### src/rtl/seq_fsm_control_if.sv
// Control-word bus from the sequencer to the systolic/buffer/accumulator datapath.
// The master presents flags/addr with valid; the slave accepts with ready.
interface seq_fsm_control_if #(
    parameter int DP_ADDR_WIDTH = 10
);
    logic                     ctrl_valid;
    logic                     ctrl_ready;
    logic [15:0]              ctrl_flags;
    logic [DP_ADDR_WIDTH-1:0] ctrl_addr;

    modport master (
        output ctrl_valid,
        output ctrl_flags,
        output ctrl_addr,
        input  ctrl_ready
    );

    modport slave (
        input  ctrl_valid,
        input  ctrl_flags,
        input  ctrl_addr,
        output ctrl_ready
    );
endinterface

### src/rtl/seq_fsm_control.sv
// Instruction sequencer for the systolic-array VPU.
// Fetches from a synchronous instruction RAM (latency 0..3), decodes HALT / LOOP / NOP,
// and issues control words over a valid/ready bus. Run/step/halt debug control pauses
// and resumes only at instruction boundaries.
module seq_fsm_control #(
    parameter int INSTR_WIDTH   = 32,
    parameter int INSTR_DEPTH   = 256,
    parameter int DP_ADDR_WIDTH = 10,
    parameter int MEM_LATENCY   = 1,
    localparam int PC_W         = $clog2(INSTR_DEPTH)
) (
    input  logic                   clk,
    input  logic                   fsm_rst,
    input  logic                   run,
    input  logic                   step,
    input  logic                   halt,
    output logic [PC_W-1:0]        rd_addr,
    input  logic [INSTR_WIDTH-1:0] rd_data,
    seq_fsm_control_if.master      ctrl,
    output logic [PC_W-1:0]        pc_out,
    output logic [INSTR_WIDTH-1:0] curr_instr_out,
    output logic [7:0]             loop_cnt_out,
    output logic [2:0]             state_out,
    output logic                   done
);

    typedef enum logic [2:0] {
        S_IDLE  = 3'd0,
        S_FETCH = 3'd1,
        S_WAIT  = 3'd2,
        S_ISSUE = 3'd3,
        S_DONE  = 3'd4
    } state_t;

    state_t                 state_q;
    logic [PC_W-1:0]        pc_q;
    logic [7:0]             lc_q;
    logic                   loaded_q;
    logic                   step_mode_q;
    logic                   step_q;
    logic [INSTR_WIDTH-1:0] instr_q;
    logic [1:0]             wait_q;

    logic                   is_halt;
    logic                   is_loop;
    logic                   is_nop;
    logic                   is_ctrl;
    logic                   issue_done;
    logic [7:0]             loop_count;
    logic [PC_W-1:0]        loop_target;
    logic [PC_W-1:0]        pc_d;
    logic [7:0]             lc_d;
    logic                   loaded_d;

    assign is_halt     = instr_q[18];
    assign is_loop     = !instr_q[18] && instr_q[19];
    assign is_nop      = !instr_q[18] && !instr_q[19] && instr_q[20];
    assign is_ctrl     = !is_halt && !is_loop && !is_nop;
    assign loop_count  = instr_q[15:8];
    assign loop_target = instr_q[PC_W-1:0];

    // An instruction retires in ISSUE once it is not HALT and, for control words, accepted.
    assign issue_done = (state_q == S_ISSUE) && !is_halt && (!is_ctrl || ctrl.ctrl_ready);

    // Next pc and loop-counter state for the instruction currently in ISSUE.
    always_comb begin
        pc_d     = pc_q + PC_W'(1);
        lc_d     = lc_q;
        loaded_d = loaded_q;
        if (is_loop) begin
            if (!loaded_q) begin
                if (loop_count != 8'd0) begin
                    lc_d     = loop_count - 8'd1;
                    loaded_d = 1'b1;
                    pc_d     = loop_target;
                end
            end else if (lc_q != 8'd0) begin
                lc_d = lc_q - 8'd1;
                pc_d = loop_target;
            end else begin
                loaded_d = 1'b0;
            end
        end
    end

    // Sequencer FSM: fetch, wait out RAM latency, issue, then pause or continue.
    always_ff @(posedge clk) begin
        if (fsm_rst) begin
            state_q     <= S_IDLE;
            pc_q        <= '0;
            lc_q        <= '0;
            loaded_q    <= 1'b0;
            step_mode_q <= 1'b0;
            step_q      <= 1'b0;
            instr_q     <= '0;
            wait_q      <= '0;
        end else begin
            step_q <= step;
            case (state_q)
                S_IDLE: begin
                    if (!halt) begin
                        if (run) begin
                            step_mode_q <= 1'b0;
                            state_q     <= S_FETCH;
                        end else if (step && !step_q) begin
                            step_mode_q <= 1'b1;
                            state_q     <= S_FETCH;
                        end
                    end
                end
                S_FETCH: begin
                    if (MEM_LATENCY == 0) begin
                        instr_q <= rd_data;
                        state_q <= S_ISSUE;
                    end else begin
                        wait_q  <= 2'(MEM_LATENCY - 1);
                        state_q <= S_WAIT;
                    end
                end
                S_WAIT: begin
                    if (wait_q == 2'd0) begin
                        instr_q <= rd_data;
                        state_q <= S_ISSUE;
                    end else begin
                        wait_q <= wait_q - 2'd1;
                    end
                end
                S_ISSUE: begin
                    if (is_halt) begin
                        state_q <= S_DONE;
                    end else if (issue_done) begin
                        pc_q     <= pc_d;
                        lc_q     <= lc_d;
                        loaded_q <= loaded_d;
                        if (halt || step_mode_q || !run) begin
                            state_q <= S_IDLE;
                        end else begin
                            state_q <= S_FETCH;
                        end
                    end
                end
                S_DONE: begin
                    state_q <= S_DONE;
                end
                default: begin
                    state_q <= S_IDLE;
                end
            endcase
        end
    end

    assign rd_addr         = pc_q;
    assign pc_out          = pc_q;
    assign curr_instr_out  = instr_q;
    assign loop_cnt_out    = lc_q;
    assign state_out       = state_q;
    assign done            = (state_q == S_DONE);
    assign ctrl.ctrl_valid = (state_q == S_ISSUE) && is_ctrl;
    assign ctrl.ctrl_flags = instr_q[31:16];
    assign ctrl.ctrl_addr  = instr_q[DP_ADDR_WIDTH-1:0];

endmodule

### src/flat_wrapper.sv
// flat-port wrapper written by rule: the top's interface ports become plain ports
module seq_fsm_control_flat 
#(
    parameter int INSTR_WIDTH   = 32,
    parameter int INSTR_DEPTH   = 256,
    parameter int DP_ADDR_WIDTH = 10,
    parameter int MEM_LATENCY   = 1,
    localparam int PC_W         = $clog2(INSTR_DEPTH)
)
  (clk, fsm_rst, run, step, halt, rd_addr, rd_data, pc_out, curr_instr_out, loop_cnt_out, state_out, done, ctrl_ctrl_valid, ctrl_ctrl_flags, ctrl_ctrl_addr, ctrl_ctrl_ready);
  seq_fsm_control_if #(.DP_ADDR_WIDTH(DP_ADDR_WIDTH)) ctrl_i ();
  input  logic clk;
  input  logic fsm_rst;
  input  logic run;
  input  logic step;
  input  logic halt;
  output logic [PC_W-1:0] rd_addr;
  input  logic [INSTR_WIDTH-1:0] rd_data;
  output logic [PC_W-1:0] pc_out;
  output logic [INSTR_WIDTH-1:0] curr_instr_out;
  output logic [7:0] loop_cnt_out;
  output logic [2:0] state_out;
  output logic done;
  output wire logic [$bits(ctrl_i.ctrl_valid)-1:0] ctrl_ctrl_valid;
  output wire logic [$bits(ctrl_i.ctrl_flags)-1:0] ctrl_ctrl_flags;
  output wire logic [$bits(ctrl_i.ctrl_addr)-1:0] ctrl_ctrl_addr;
  input wire logic [$bits(ctrl_i.ctrl_ready)-1:0] ctrl_ctrl_ready;
  assign ctrl_ctrl_valid = ctrl_i.ctrl_valid;
  assign ctrl_ctrl_flags = ctrl_i.ctrl_flags;
  assign ctrl_ctrl_addr = ctrl_i.ctrl_addr;
  assign ctrl_i.ctrl_ready = ctrl_ctrl_ready;
  seq_fsm_control #(.INSTR_WIDTH(INSTR_WIDTH), .INSTR_DEPTH(INSTR_DEPTH), .DP_ADDR_WIDTH(DP_ADDR_WIDTH), .MEM_LATENCY(MEM_LATENCY)) u_core (.clk(clk), .fsm_rst(fsm_rst), .run(run), .step(step), .halt(halt), .rd_addr(rd_addr), .rd_data(rd_data), .ctrl(ctrl_i), .pc_out(pc_out), .curr_instr_out(curr_instr_out), .loop_cnt_out(loop_cnt_out), .state_out(state_out), .done(done));
endmodule
### config.mk
export PLATFORM = sky130hd
export DESIGN_NAME = seq_fsm_control_flat
export DESIGN_NICKNAME = d
export VERILOG_FILES = /design/src/rtl/seq_fsm_control_if.sv /design/src/rtl/seq_fsm_control.sv /design/src/flat_wrapper.sv
export SDC_FILE = /design/constraint.sdc
export NUM_CORES = 1
export LEC_CHECK = 0
export ABC_AREA = 1
export CORE_MARGIN = 2
export CORE_UTILIZATION = 55
export CTS_BUF_LIST = sky130_fd_sc_hd__clkbuf_8
export CTS_CLUSTER_DIAMETER = 60
export CTS_CLUSTER_SIZE = 8
export DETAILED_ROUTE_END_ITERATION = 10
export DONT_BUFFER_PORTS = 1
export GPL_TIMING_DRIVEN = 0
export PLACE_DENSITY = 0.78
export SLEW_MARGIN = 10
export SYNTH_ARGS = -nofsm -noshare
export SYNTH_HDL_FRONTEND = slang
export SYNTH_SLANG_ARGS = --single-unit
### constraint.sdc
create_clock -name clk -period 2.4 [get_ports clk]
set_input_delay 0.24 -clock clk [delete_from_list [all_inputs] [get_ports clk]]
set_output_delay 0.24 -clock clk [all_outputs]
set_load 0.01 [all_outputs]
==> impl_summary.log <==
[metrics] status: completed
[metrics] final HPWL from detailed placement: 5430 um
[metrics] routed vias/inst: 5.37
[metrics] kind of critical path: flip-flop to flip-flop
[metrics] critical register-to-register path startpoint: u_core.loaded_q
[metrics] fraction of layout cells with a size suffix above 1: 17.3%
[metrics] global route total overflow: 0
[metrics] Area growth syn-to-layout: 5.68%
[metrics] post-CTS setup buffers: 0
[metrics] IO Port Bufs: 0
[metrics] Final Cycle Share: 71.5%
[metrics] endpoint of the worst-slack reg-to-reg timing path: u_core.loop_cnt_out[4]
[metrics] end-of-flow core utilization: 60.2%
[metrics] maximum number of pins on one net before global-route repair: 16
[metrics] placeable core area: 5110 um2
[metrics] Post-synth EDFFs: 0
[metrics] post-DR wirelength/cell: 14.5 um
[metrics] clock network latency to the later pin of the worst-skew pair: 300 ps
[metrics] antenna violations before repair: 0
[metrics] Synth Flop Type: dfxtp_1
[metrics] Mapped Cells: 410
[metrics] number of distinct standard cells referenced by the synthesized netlist: 33
[metrics] setup repair after global routing missed its margin: false
[metrics] buffers from clock root to sink, at most: 2
[metrics] number of buffers added by the clock tree synthesis step: 5
[metrics] number of global-route vias before repair: 2401
[metrics] Total Negative Setup Slacks: 0 ps
[metrics] DRT Wirelength: 7060 um
[metrics] post-detailed-placement cell area: 3000 um2
[metrics] H-tree lvl count: 2
[metrics] number of placement rows: 26
[metrics] Synth Register Bits: 56
[metrics] Worst IR Drop VDD: 0.000593 V
[metrics] largest fanout on the critical path: 10
[metrics] Mapped Avg Cell Area: 7.10 um2
[metrics] Power Density: 866 nW/um2
[metrics] category of the worst setup path capture point: flip-flop
[metrics] Mapped Nets: 451
[metrics] CP startpoint kind: flip-flop
[metrics] final number of setup-violating endpoints: 0
[metrics] Async SR Flop Fraction: 0%
[metrics] DRC viols: 0
[metrics] non-filler cells in the finished layout: 487
[metrics] number of buffers inserted by hold repair at cts: 0
[metrics] area of the die: 5890 um2
[metrics] hold depth: 1
[metrics] reg2reg setup slack: 680 ps
[metrics] post-detailed-route count of antenna-violating nets: 0
[metrics] DIE HEIGHT: 76.7 um
[metrics] skew final: 7.29 ps
[metrics] Initial Utilization: 57.0%
[metrics] CTS-repair resized insts: 0
[metrics] beginning of the critical path: u_core.loaded_q
[metrics] sum of internal, switching and leakage power: 2660 uW
[metrics] global routing usage summed across all routing layers: 23.6%
[metrics] number of diodes: 0
[metrics] Slew Limit Headroom: 62.3%
[metrics] cell types occupying the most area after synthesis: dfxtp_1 39%, nand2_1 9.7%, buf_4 9.5%, a21oi_1 7.2%, nand3_1 6.2%
[metrics] CTS tree: done
[metrics] # IOs: 125
[metrics] max-cap violation count: 0
[metrics] post-route cell area: 3070 um2
[metrics] cell count of the worst reg-to-reg path: 9
[metrics] number of search-and-repair iterations in the first detailed-routing pass: 4
[metrics] post-placement cell count: 480
[metrics] clock-pin slew on the worst setup and hold paths: 100 ps
[metrics] class of the most critical hold timing path: input pin to flip-flop
[metrics] hold violation total from the final report: 0
[metrics] area share of the largest cell type after synthesis: 38.5%
[metrics] min Tclk post-route: 1720 ps
[metrics] placer's final routability congestion estimate: 0.909
[metrics] required time at the worst-slack endpoint: 2610 ps
[metrics] yosys warns: 0
[metrics] fin nets: 458
[metrics] clock root buffer: clkbuf_8
[metrics] Chip Width: 76.7 um
[metrics] max-slew violation count: 0
[metrics] peak clock frequency supported by timing: 583 MHz
[metrics] number of clock sinks seen by CTS: 56
[metrics] CP arrival: 1930 ps
[metrics] Syn Std Cell Area: 2910 um2
[metrics] leak pwr: 0.00130 uW
[metrics] transition time at the pin with the least slew margin: 565 ps
[metrics] register area share after synthesis: 38.5%
[metrics] destination of the critical timing path: u_core.loop_cnt_out[4]
[metrics] first-pass GRT wire length: 11300 um
[metrics] via count of the routed design: 2614
[metrics] detailed router's first-iteration violation count: 109
[metrics] cell accounting for the most synthesized area: dfxtp_1
## through the flow
stage	hold WS [ps]	setup WS [ps]
2_1_floorplan	330	858
3_3_place_gp	339	732
3_5_place_dp	341	688
4_1_cts	14.1	674
5_1_grt	12.8	551
6_report	20.5	683
## power by group
part	leakage, uW	internal [uW]	switching, uW
Combinational	0.000801	346	582
Sequential	0.000455	1060	189
Clock	0.0000452	196	296
## area by class of cell
| cell class | instances | area (um2) |
|---|---|---|
| Sequential cell | 56 | 1120 |
| Clock buffer | 5 | 68.8 |
| Inverter | 39 | 146 |
| Multi-Input combinational cell | 264 | 1300 |
| Fill cell | 488 | 2030 |
| Buffer | 51 | 344 |
| Tap cell | 70 | 87.6 |
| Clock inverter | 2 | 8.76 |
## state kept, by name, indices dropped and copies added (netlist names)
register               count
u_core.loaded_q            1
u_core.curr_instr_out     32
u_core.wait_q              2
u_core.step_mode_q         1
u_core.loop_cnt_out        8
u_core.state_out           3
u_core.pc_out              8
u_core.step_q              1
## metal layers
layer	global-route usage (%)	vias up	wire length [um]
met1	29.2	1199	2970
met4	5.27	0	48
met2	39.7	102	3380
li1	-	1306	-
met5	0	-	0
met3	7.76	7	662
## critical path, cell delays in order (launching register included)
cell and delay (ps):
dfxtp_1 370, buf_4 190, o21ai_0 280, inv_1 110
ha_1 240, nand2_1 80, nor2_1 40, xor2_1 150
nor2_1 100, nor2_1 60
## cell usage in the layout (no fill, tap or decap), drive strengths merged
| cell | Yosys | routed |
|---|---|---|
| a21oi | 44 | 44 |
| a31oi | 1 | 1 |
| buf | 44 | 44 |
| clkbuf | 7 | 12 |
| clkinv | 0 | 1 |
| dfxtp | 56 | 56 |
| ha | 3 | 3 |
| inv | 39 | 40 |
| nand2 | 80 | 80 |
| nand3 | 38 | 38 |
| nand3b | 2 | 2 |
| nand4 | 5 | 5 |
| nor2 | 46 | 46 |
| nor3 | 3 | 3 |
| nor4 | 1 | 1 |
| o21a | 2 | 2 |
| o21ai | 32 | 32 |
| o21bai | 2 | 2 |
| or2 | 2 | 2 |
| xnor2 | 2 | 2 |
| xor2 | 1 | 1 |
## cell usage after synthesis, types with 2 or more instances
library cell,number
nand2_1,75
dfxtp_1,56
a21oi_1,42
nor2_1,41
buf_4,37
nand3_1,36
inv_1,35
o21ai_0,26
clkbuf_1,7
buf_2,5
nand4_1,5
inv_2,4
nand2_2,4
o21ai_1,4
ha_1,3
nor2_4,3
nor3_1,3
a21oi_2,2
nand3_2,2
nor2_2,2
o21a_1,2
o21ai_2,2
o21bai_1,2
or2_2,2
xnor2_1,2
## worst min path at each step
stage | from | end | slack, ps
floorplan | run | u_core.step_mode_q | 330
detailed placement | run | u_core.step_mode_q | 340
global placement | run | u_core.step_mode_q | 340
finish | run | u_core.step_mode_q | 20
CTS | run | u_core.step_mode_q | 10
global route | run | u_core.step_mode_q | 10
## cell families (layout without fill, tap and decap cells)
group	Yosys count	in the layout	synth area share, %
and+or+nand+nor	177	177	27.6
buffers and inverters	90	97	16.9
AOI/OAI and AO/OA	81	81	14.8
DFF	56	56	38.5
adders and majority gates	3	3	1.29
xor gates and xnor gates	3	3	0.903
(Power assumes the default switching activity.)
